<file path="src/rtl/fetch_queue_pkg.sv">
// Shared definitions for the instruction-fetch front end.
//   INSTR_W          instruction word width
//   WORD_BYTES       bytes per instruction word (PC step)
//   RESET_PC_DEFAULT default fetch PC after reset
//   NOP              value driven on dec_instr while no instruction is presented
//   fetch_state_e    fetch FSM states
package fetch_queue_pkg;

    localparam int unsigned INSTR_W          = 32;
    localparam int unsigned WORD_BYTES       = 4;
    localparam logic [31:0] RESET_PC_DEFAULT = 32'h0000_0000;
    localparam logic [31:0] NOP              = 32'h0000_0000;

    // StRefill lasts one cycle after a redirect; the response arriving then is stale.
    typedef enum logic {
        StRun    = 1'b0,
        StRefill = 1'b1
    } fetch_state_e;

endpackage

</file>
<file path="src/rtl/fetch_fifo.sv">
// Synchronous FIFO with flush and occupancy count; head word is read combinationally.
//   clk_i      clock
//   rst_ni     synchronous active-low reset (empties the FIFO)
//   flush_i    empty the FIFO at this edge; overrides write and read
//   wr_en_i    push wr_data_i (accepted when not full, or when full and popping)
//   wr_data_i  entry to push
//   rd_en_i    pop the head (ignored when empty)
//   rd_data_o  head entry
//   empty_o    FIFO holds no entries
//   count_o    number of entries held
module fetch_fifo #(
    parameter int unsigned DEPTH = 4,
    parameter int unsigned WIDTH = 64
) (
    input  logic                     clk_i,
    input  logic                     rst_ni,
    input  logic                     flush_i,
    input  logic                     wr_en_i,
    input  logic [WIDTH-1:0]         wr_data_i,
    input  logic                     rd_en_i,
    output logic [WIDTH-1:0]         rd_data_o,
    output logic                     empty_o,
    output logic [$clog2(DEPTH):0]   count_o
);

    localparam int unsigned PTR_W = $clog2(DEPTH);
    localparam int unsigned CNT_W = PTR_W + 1;

    logic [WIDTH-1:0] mem_q [DEPTH];
    logic [PTR_W-1:0] wr_ptr_q, wr_ptr_d;
    logic [PTR_W-1:0] rd_ptr_q, rd_ptr_d;
    logic [CNT_W-1:0] count_q, count_d;
    logic             full;
    logic             do_wr;
    logic             do_rd;

    assign empty_o   = (count_q == '0);
    assign full      = (count_q == CNT_W'(DEPTH));
    assign count_o   = count_q;
    assign rd_data_o = mem_q[rd_ptr_q];

    always_comb begin
        do_rd    = rd_en_i && !empty_o && !flush_i;
        do_wr    = wr_en_i && (!full || do_rd) && !flush_i;
        wr_ptr_d = wr_ptr_q;
        rd_ptr_d = rd_ptr_q;
        count_d  = count_q;
        if (flush_i) begin
            wr_ptr_d = '0;
            rd_ptr_d = '0;
            count_d  = '0;
        end else begin
            // DEPTH is a power of two, so pointers wrap naturally.
            if (do_wr) wr_ptr_d = wr_ptr_q + PTR_W'(1);
            if (do_rd) rd_ptr_d = rd_ptr_q + PTR_W'(1);
            if (do_wr && !do_rd) begin
                count_d = count_q + CNT_W'(1);
            end else if (!do_wr && do_rd) begin
                count_d = count_q - CNT_W'(1);
            end
        end
    end

    always_ff @(posedge clk_i) begin
        if (!rst_ni) begin
            wr_ptr_q <= '0;
            rd_ptr_q <= '0;
            count_q  <= '0;
        end else begin
            wr_ptr_q <= wr_ptr_d;
            rd_ptr_q <= rd_ptr_d;
            count_q  <= count_d;
        end
    end

    // Storage needs no reset: entries are only visible once counted.
    always_ff @(posedge clk_i) begin
        if (do_wr) mem_q[wr_ptr_q] <= wr_data_i;
    end

endmodule

</file>
<file path="src/rtl/fetch_queue.sv">
// Instruction-fetch front end: owns the fetch PC, issues sequential word reads to a
// 1-cycle synchronous instruction memory and buffers returned words with their PC.
//   clk             rising-edge clock
//   reset_n         synchronous active-low reset
//   imem_req        registered read request
//   imem_addr       registered word-aligned byte address of the request
//   imem_rdata      word for the request sampled on the previous edge
//   redirect_valid  taken branch/jump: flush the queue and refetch
//   redirect_pc     redirect target (bits [1:0] ignored)
//   dec_valid       queue head valid
//   dec_instr       head instruction word (NOP when not valid)
//   dec_pc          head PC (0 when not valid)
//   dec_pc4         head PC + 4 (0 when not valid)
//   dec_ready       decode accepts the head this cycle
module fetch_queue
    import fetch_queue_pkg::*;
#(
    parameter int unsigned        ADDR_W   = 32,
    parameter int unsigned        DEPTH    = 4,
    parameter logic [ADDR_W-1:0]  RESET_PC = ADDR_W'(RESET_PC_DEFAULT)
) (
    input  logic               clk,
    input  logic               reset_n,
    output logic               imem_req,
    output logic [ADDR_W-1:0]  imem_addr,
    input  logic [INSTR_W-1:0] imem_rdata,
    input  logic               redirect_valid,
    input  logic [ADDR_W-1:0]  redirect_pc,
    output logic               dec_valid,
    output logic [INSTR_W-1:0] dec_instr,
    output logic [ADDR_W-1:0]  dec_pc,
    output logic [ADDR_W-1:0]  dec_pc4,
    input  logic               dec_ready
);

    localparam int unsigned CNT_W   = $clog2(DEPTH) + 1;
    localparam int unsigned OCC_W   = CNT_W + 1;
    localparam int unsigned ENTRY_W = INSTR_W + ADDR_W;
    localparam logic [ADDR_W-1:0] PC_STEP = ADDR_W'(WORD_BYTES);

    fetch_state_e       state_q, state_d;
    logic [ADDR_W-1:0]  pc_q, pc_d;
    logic               req_q, req_d;
    logic [ADDR_W-1:0]  addr_q, addr_d;
    logic               resp_valid_q, resp_valid_d;
    logic [ADDR_W-1:0]  resp_pc_q, resp_pc_d;

    logic [CNT_W-1:0]   fifo_count;
    logic               fifo_empty;
    logic [ENTRY_W-1:0] fifo_head;
    logic               fifo_wr;
    logic               fifo_rd;
    logic               resp_live;
    logic [OCC_W-1:0]   occupancy;
    logic               issue;
    logic [ADDR_W-1:0]  redirect_target;
    logic [ADDR_W-1:0]  head_pc;
    logic [INSTR_W-1:0] head_instr;

    assign redirect_target = {redirect_pc[ADDR_W-1:2], 2'b00};

    // The word on imem_rdata during StRefill belongs to a request made before the redirect.
    assign resp_live = resp_valid_q && (state_q == StRun);

    // Credit: every queued entry plus every outstanding request reserves a slot,
    // so a returning word always finds room.
    assign occupancy = OCC_W'(fifo_count) + OCC_W'(req_q) + OCC_W'(resp_live);
    assign issue     = !redirect_valid && (occupancy < OCC_W'(DEPTH));

    assign fifo_wr   = resp_live && !redirect_valid;
    assign fifo_rd   = dec_valid && dec_ready;

    fetch_fifo #(
        .DEPTH (DEPTH),
        .WIDTH (ENTRY_W)
    ) u_fifo (
        .clk_i     (clk),
        .rst_ni    (reset_n),
        .flush_i   (redirect_valid),
        .wr_en_i   (fifo_wr),
        .wr_data_i ({imem_rdata, resp_pc_q}),
        .rd_en_i   (fifo_rd),
        .rd_data_o (fifo_head),
        .empty_o   (fifo_empty),
        .count_o   (fifo_count)
    );

    assign head_instr = fifo_head[ENTRY_W-1:ADDR_W];
    assign head_pc    = fifo_head[ADDR_W-1:0];

    // dec_valid depends on occupancy only, never on dec_ready.
    assign dec_valid  = !fifo_empty;
    assign dec_instr  = dec_valid ? head_instr : NOP;
    assign dec_pc     = dec_valid ? head_pc : '0;
    assign dec_pc4    = dec_valid ? (head_pc + PC_STEP) : '0;

    assign imem_req   = req_q;
    assign imem_addr  = addr_q;

    always_comb begin
        state_d      = StRun;
        pc_d         = pc_q;
        req_d        = 1'b0;
        addr_d       = addr_q;
        resp_valid_d = req_q;
        resp_pc_d    = addr_q;

        unique case (state_q)
            StRun:    state_d = redirect_valid ? StRefill : StRun;
            StRefill: state_d = redirect_valid ? StRefill : StRun;
            default:  state_d = StRun;
        endcase

        if (redirect_valid) begin
            pc_d = redirect_target;
        end else if (issue) begin
            req_d  = 1'b1;
            addr_d = pc_q;
            pc_d   = pc_q + PC_STEP;
        end
    end

    always_ff @(posedge clk) begin
        if (!reset_n) begin
            state_q      <= StRun;
            pc_q         <= RESET_PC;
            req_q        <= 1'b0;
            addr_q       <= '0;
            resp_valid_q <= 1'b0;
            resp_pc_q    <= '0;
        end else begin
            state_q      <= state_d;
            pc_q         <= pc_d;
            req_q        <= req_d;
            addr_q       <= addr_d;
            resp_valid_q <= resp_valid_d;
            resp_pc_q    <= resp_pc_d;
        end
    end

endmodule

</file>
<file path="config.mk">
export PLATFORM = sky130hd
export DESIGN_NAME = fetch_queue
export DESIGN_NICKNAME = d
export VERILOG_FILES = /design/src/rtl/fetch_queue_pkg.sv /design/src/rtl/fetch_fifo.sv /design/src/rtl/fetch_queue.sv
export SDC_FILE = /design/constraint.sdc
export NUM_CORES = 1
export LEC_CHECK = 0
export CELL_PAD_IN_SITES_DETAIL_PLACEMENT = 0
export CELL_PAD_IN_SITES_GLOBAL_PLACEMENT = 2
export CORE_ASPECT_RATIO = 1.1
export CORE_MARGIN = 8
export CORE_UTILIZATION = 42
export CTS_CLUSTER_DIAMETER = 100
export DETAILED_ROUTE_END_ITERATION = 10
export PLACE_DENSITY_LB_ADDON = 0.12
export SYNTH_ARGS = -nofsm -noshare
export SYNTH_HDL_FRONTEND = slang
export SYNTH_SLANG_ARGS = --single-unit
</file>
<file path="constraint.sdc">
create_clock -name clk -period 8.1 [get_ports clk]
set_clock_uncertainty 0.1 [all_clocks]
set_input_delay 1.62 -clock clk [delete_from_list [all_inputs] [get_ports clk]]
set_output_delay 1.62 -clock clk [all_outputs]
set_load 0.05 [all_outputs]
</file>
* Word level (Yosys, flattened, before mapping) *
Memories as Yosys holds them, arrays and structs flattened. A register that Yosys moved wholly into a read port is not among the register bits.
Index checks and enable logic that the tools add are counted.

storage, ports and cells
  register bits after elaboration = 106
  bits in latches = 0
  RAM bits = 256
  bits in read-only memories = 0
  bits of input ports = 68
  output and inout port bits = 130
  logic and storage cells = 58
  memories = 1

memories
  memory        depth  bits a word  read ports  clocked after Yosys merged registers in  wr ports  RTL line          source
  u_fifo.mem_q  4      64           1           1                                        1         fetch_fifo.sv:29  logic [WIDTH-1:0] mem_q [DEPTH];

cells by class
  add/sub/neg operators = 8
  $mul = 0
  div/mod/pow operators = 0
  $lt $le $gt $ge = 1
  equality and inequality tests = 1
  shift operators = 0
  multiplexer cells = 13
  bitwise operators = 3
  reductions and logical operators = 21

operators by type and width
  cell                                                         number
  2-to-1 mux 32 bit                                            5
  adder 32 x 3 -> 32 bit (second input constant)               2
  logical AND 1 bit                                            10
  2-to-1 mux 3 bit                                             2
  zero test 1 bit                                              5
  adder 2 x 1 -> 2 bit (second input constant)                 2
  adder 3 x 1 -> 4 bit                                         1
  adder 4 x 1 -> 4 bit                                         1
  less-than comparator 4 x 3 -> 1 bit (second input constant)  1
  2-to-1 mux 1 bit                                             4
  2-to-1 mux 2 bit                                             2
  nonzero test 2 bit                                           2
  adder 3 x 1 -> 3 bit (second input constant)                 1
  equality test 3 bit (second input constant)                  1
  zero test 3 bit                                              1
  NOT 1 bit                                                    3
  subtractor 3 x 1 -> 3 bit (second input constant)            1
  AND reduction 2 bit                                          1
  OR reduction 2 bit                                           1
  logical OR 1 bit                                             1

* Logic depth before layout (Yosys ltp) *
  depth in word-level cells = 12
  depth in mapped cells = 10
  depth with buffers taken out = 10

* By module *
A second synthesis with hierarchy kept.

unflattened totals
  cell total of the unflattened synthesis = 1040
  area, all modules = 14846.7 µm²

modules (own cells, without submodules)
  module       times used  cells each  area an instance (µm²)
  fetch_fifo   1           386         9711.8
  fetch_queue  1           654         5134.9

* Worst setup path before layout *
Ideal clock, no wire load.

  path type = reg-to-output
  start point = reg with a tool-made name
  end point = out dec_pc4[26]
  arrival time = 2.969 ns
  data required time = 6.380 ns
  setup slack = 3.411 ns
  stages on the path, launching flop included = 9
  buffers on the path = 2
  cells stage by stage = dfxtp_1 -> buf_6 -> mux4_1 -> ha_1 -> nand4_4 -> or3_1 -> buf_2 -> or4_1 -> a21oi_1

RTL lines
  element        RTL line           source
  end, declared  fetch_queue.sv:32  output logic [ADDR_W-1:0] dec_pc4,

==> results.yml <==
finish:
  nets: 1185
  diodes: 0
  stdcell_count: 1565
  drive_gt1_share_pct: 12.3
  postLayoutCellArea_um2: 17500
  synthToLayoutAreaGrowth_pct: 24.5
setup_path:
  r2r-start: "u_fifo.count_o[0]$_SDFFE_PP0P_"
  crit_type: "reg2out"
  r2r_slack_ns: 4.72
  required_ns: 6.38
  reg2reg_to: "u_fifo.count_o[2]$_SDFFE_PP0P_"
  worstPathArrival_ns: 4.55
  startpoint_type: "flip-flop"
  cp-end-kind: "output pin"
  cp_max_fo: 44
  reg2reg_depth: 11
  cp-endpoint: "dec_pc4[26]"
cts:
  post_cts.repair.setup_buffers: 0
  cts.sinks: 350
  numCtsBuffers: 37
  root_buffer: "clkbuf_16"
  clockBufferDepth: 3
  ctsResizeCount: 0
  ctsHtreeMaxLevel: 2
  clk_pin_slew_ns: 0.06
  cts_tree: "done"
  hold_buffers: 0
  insertion_delay_ns: 0.52
timing:
  setup_slack_ns: 1.83
  hold_slack_ns: 0.371
  clock.fmax_mhz: 159
  slew_headroom_pct: 27.4
  rsz0062_at_grt: "false"
  slew_violations: 0
  hold_viol: 0
  finalSetupViolCount: 0
  tightest_slew_ns: 1.09
  post-route-min-period_ns: 6.27
  setup_tns_ns: 0
  fin_crit_sh_pct: 77.4
global_route:
  grt_pass1_vias: 8477
  grt_overflow_total: 0
  grt_pass1_wl_um: 50000
  antenna_found_initial: 0
  grt_use_total_pct: 16.1
  grt_max_degree: 63
logic_synthesis:
  syn_area_um2: 14100
  ys_ff_latch: 350
  synthTopCellsByArea: "edfxtp_1 (53%), dfxtp_1 (15%), mux4_2 (7.8%)"
  yosys_warnings: 0
  synth_async_sr_flop_share_pct: 0
  yosys.area.top_type_share_pct: 52.9
  yosysSeqAreaShare_pct: 67.4
  yosys-top-cells-count: "edfxtp_1 (248), dfxtp_1 (102), and2_1 (95), nor2_1 (55), mux4_2 (49)"
  synth_cell_types: 47
  yosys.area.top_type: "edfxtp_1"
  ys.flop_type: "edfxtp_1"
  synth_cells: 918
  synth_edf_count: 248
  avgSynthCellArea_um2: 15.3
  post-synth-top-count-cell: "edfxtp_1"
placed_design:
  post_dp_cell_area_um2: 16400
  hpwlAfterDp_um: 21400
  post-place-ws_ns: 2.26
  dpl.cell_count: 1501
  gp_congestion: 0.763
  port_buffers: 189
routing:
  via_per_inst: 5.18
  remaining_drc_errors: 0
  wl_um: 32300
  drt_iter0_markers: 471
  num_vias: 8107
  firstDrtPassIters: 4
  wire_per_inst_um: 20.7
  final_antenna_net_count: 0
die:
  num_io_pins: 198
  rows: 70
  coreArea_um2: 33100
  dieArea_um2: 39600
  start_util_pct: 42.5
  die_h_um: 208
  die_x_um: 191
pwr:
  ir_drop_v: 0.000141
  p_leak_nw: 5.88
  power_density_nw_per_um2: 222
flow_run:
  cap_violations: 0
run_status:
  outcome: "completed"
worst_hold_path:
  hp-class: "reg2reg"
## cells in the final DEF (no fill, tap or decap), types with 5 or more instances in the layout
cell and n:
mux4_1 13, edfxtp_1 248, mux2i_1 7, dfxtp_1 100, and2_1 95, xnor2_1 32, mux2_2 11, a21oi_1 22
clkbuf_1 5, and3_1 5, clkbuf_16 38, inv_1 19, xor2_1 7, nor2_1 55, or3_1 10, clkdlybuf4s50_1 189
conb_1 6, ha_1 8, o22a_1 30, nand3_1 18, nand4_1 10, nor4_1 13, a311oi_1 5, nand2_1 23
a211oi_1 6, buf_4 13, mux4_2 49, clkinv_2 5, and4_1 5, nor3_1 18, o21ai_0 22
## kinds of logic (layout without fill, tap and decap cells)
kind of cell / after synthesis / count (layout) / synth area share, %
AO/OA/AOI/OAI: 96 / 96 / 4.73
XOR/XNOR: 39 / 39 / 2.43
adder cells (fa/ha/maj): 9 / 9 / 0.853
buffers and inverters: 77 / 287 / 2.53
flip-flops: 350 / 350 / 67.4
multiplexers: 80 / 80 / 11.6
other: 1 / 6 / 0.0266
AND/OR/NAND/NOR: 266 / 266 / 10.4
## final cells by class
type                       count  area, um2
fill                        2799      15600
sequential                   350       9490
multi-input combinational    496       4260
timing repair buffer         202       1990
clock buffer                  47       1020
tap                          432        541
clock inverter                17        140
inverter                      21       78.8
## state kept, by name, indices dropped and copies added, names as in the netlist, named ones only
signal / count
pc_q: 30
u_fifo.wr_ptr_q: 2
imem_addr: 30
u_fifo.mem_q: 248
u_fifo.rd_ptr_q: 2
imem_req: 1
state_q: 1
u_fifo.count_o: 3
resp_pc_q: 30
resp_valid_q: 1
## critical path: stages, from the launching register on
cell,delay (ns)
dfxtp_4,0.94
mux4_1,0.54
nand4_1,0.34
or3_1,0.61
or4_1,0.58
a21oi_1,0.17
clkdlybuf4s50_1,0.83
## stage by stage
stage	power (mW)	utilization [%]
floorplan	2.19	-
global placement	2.32	49.4
detailed placement	2.32	49.4
CTS	3.93	52.9
global route	4.01	52.9
finish	3.88	52.9
## where the power goes
part           internal [mW]  leakage (nW)  switching [mW]  total [mW]
combinational          0.113          2.20           0.183       0.297
clock                  0.934         0.575           0.671        1.61
sequential              1.95          3.10          0.0314        1.98
## worst min-delay path by stage
| stage | start | end | slack [ns] | cells past startpoint |
|---|---|---|---|---|
| 2_1_floorplan | resp_pc_q[10]$_SDFF_PN0_ | u_fifo.mem_q[0][10]$_DFFE_PP_ | 0.34 | 0 |
| 3_3_place_gp | resp_pc_q[20]$_SDFF_PN0_ | u_fifo.mem_q[2][20]$_DFFE_PP_ | 0.35 | 0 |
| 3_5_place_dp | resp_pc_q[20]$_SDFF_PN0_ | u_fifo.mem_q[3][20]$_DFFE_PP_ | 0.36 | 0 |
| 4_1_cts | resp_pc_q[20]$_SDFF_PN0_ | u_fifo.mem_q[1][20]$_DFFE_PP_ | 0.37 | 0 |
| 5_1_grt | resp_pc_q[17]$_SDFF_PN0_ | u_fifo.mem_q[2][17]$_DFFE_PP_ | 0.39 | 0 |
| 6_report | resp_pc_q[20]$_SDFF_PN0_ | u_fifo.mem_q[2][20]$_DFFE_PP_ | 0.37 | 0 |
## metal layers
layer	up-vias	GRT usage [%]	wire length (um)
met1	3962	21.3	14500
li1	3875	-	-
met5	-	0	0
met2	237	26.8	15500
met4	0	3.75	423
met3	33	3.45	1900
No activity file was read; power rests on OpenSTA's default activity.
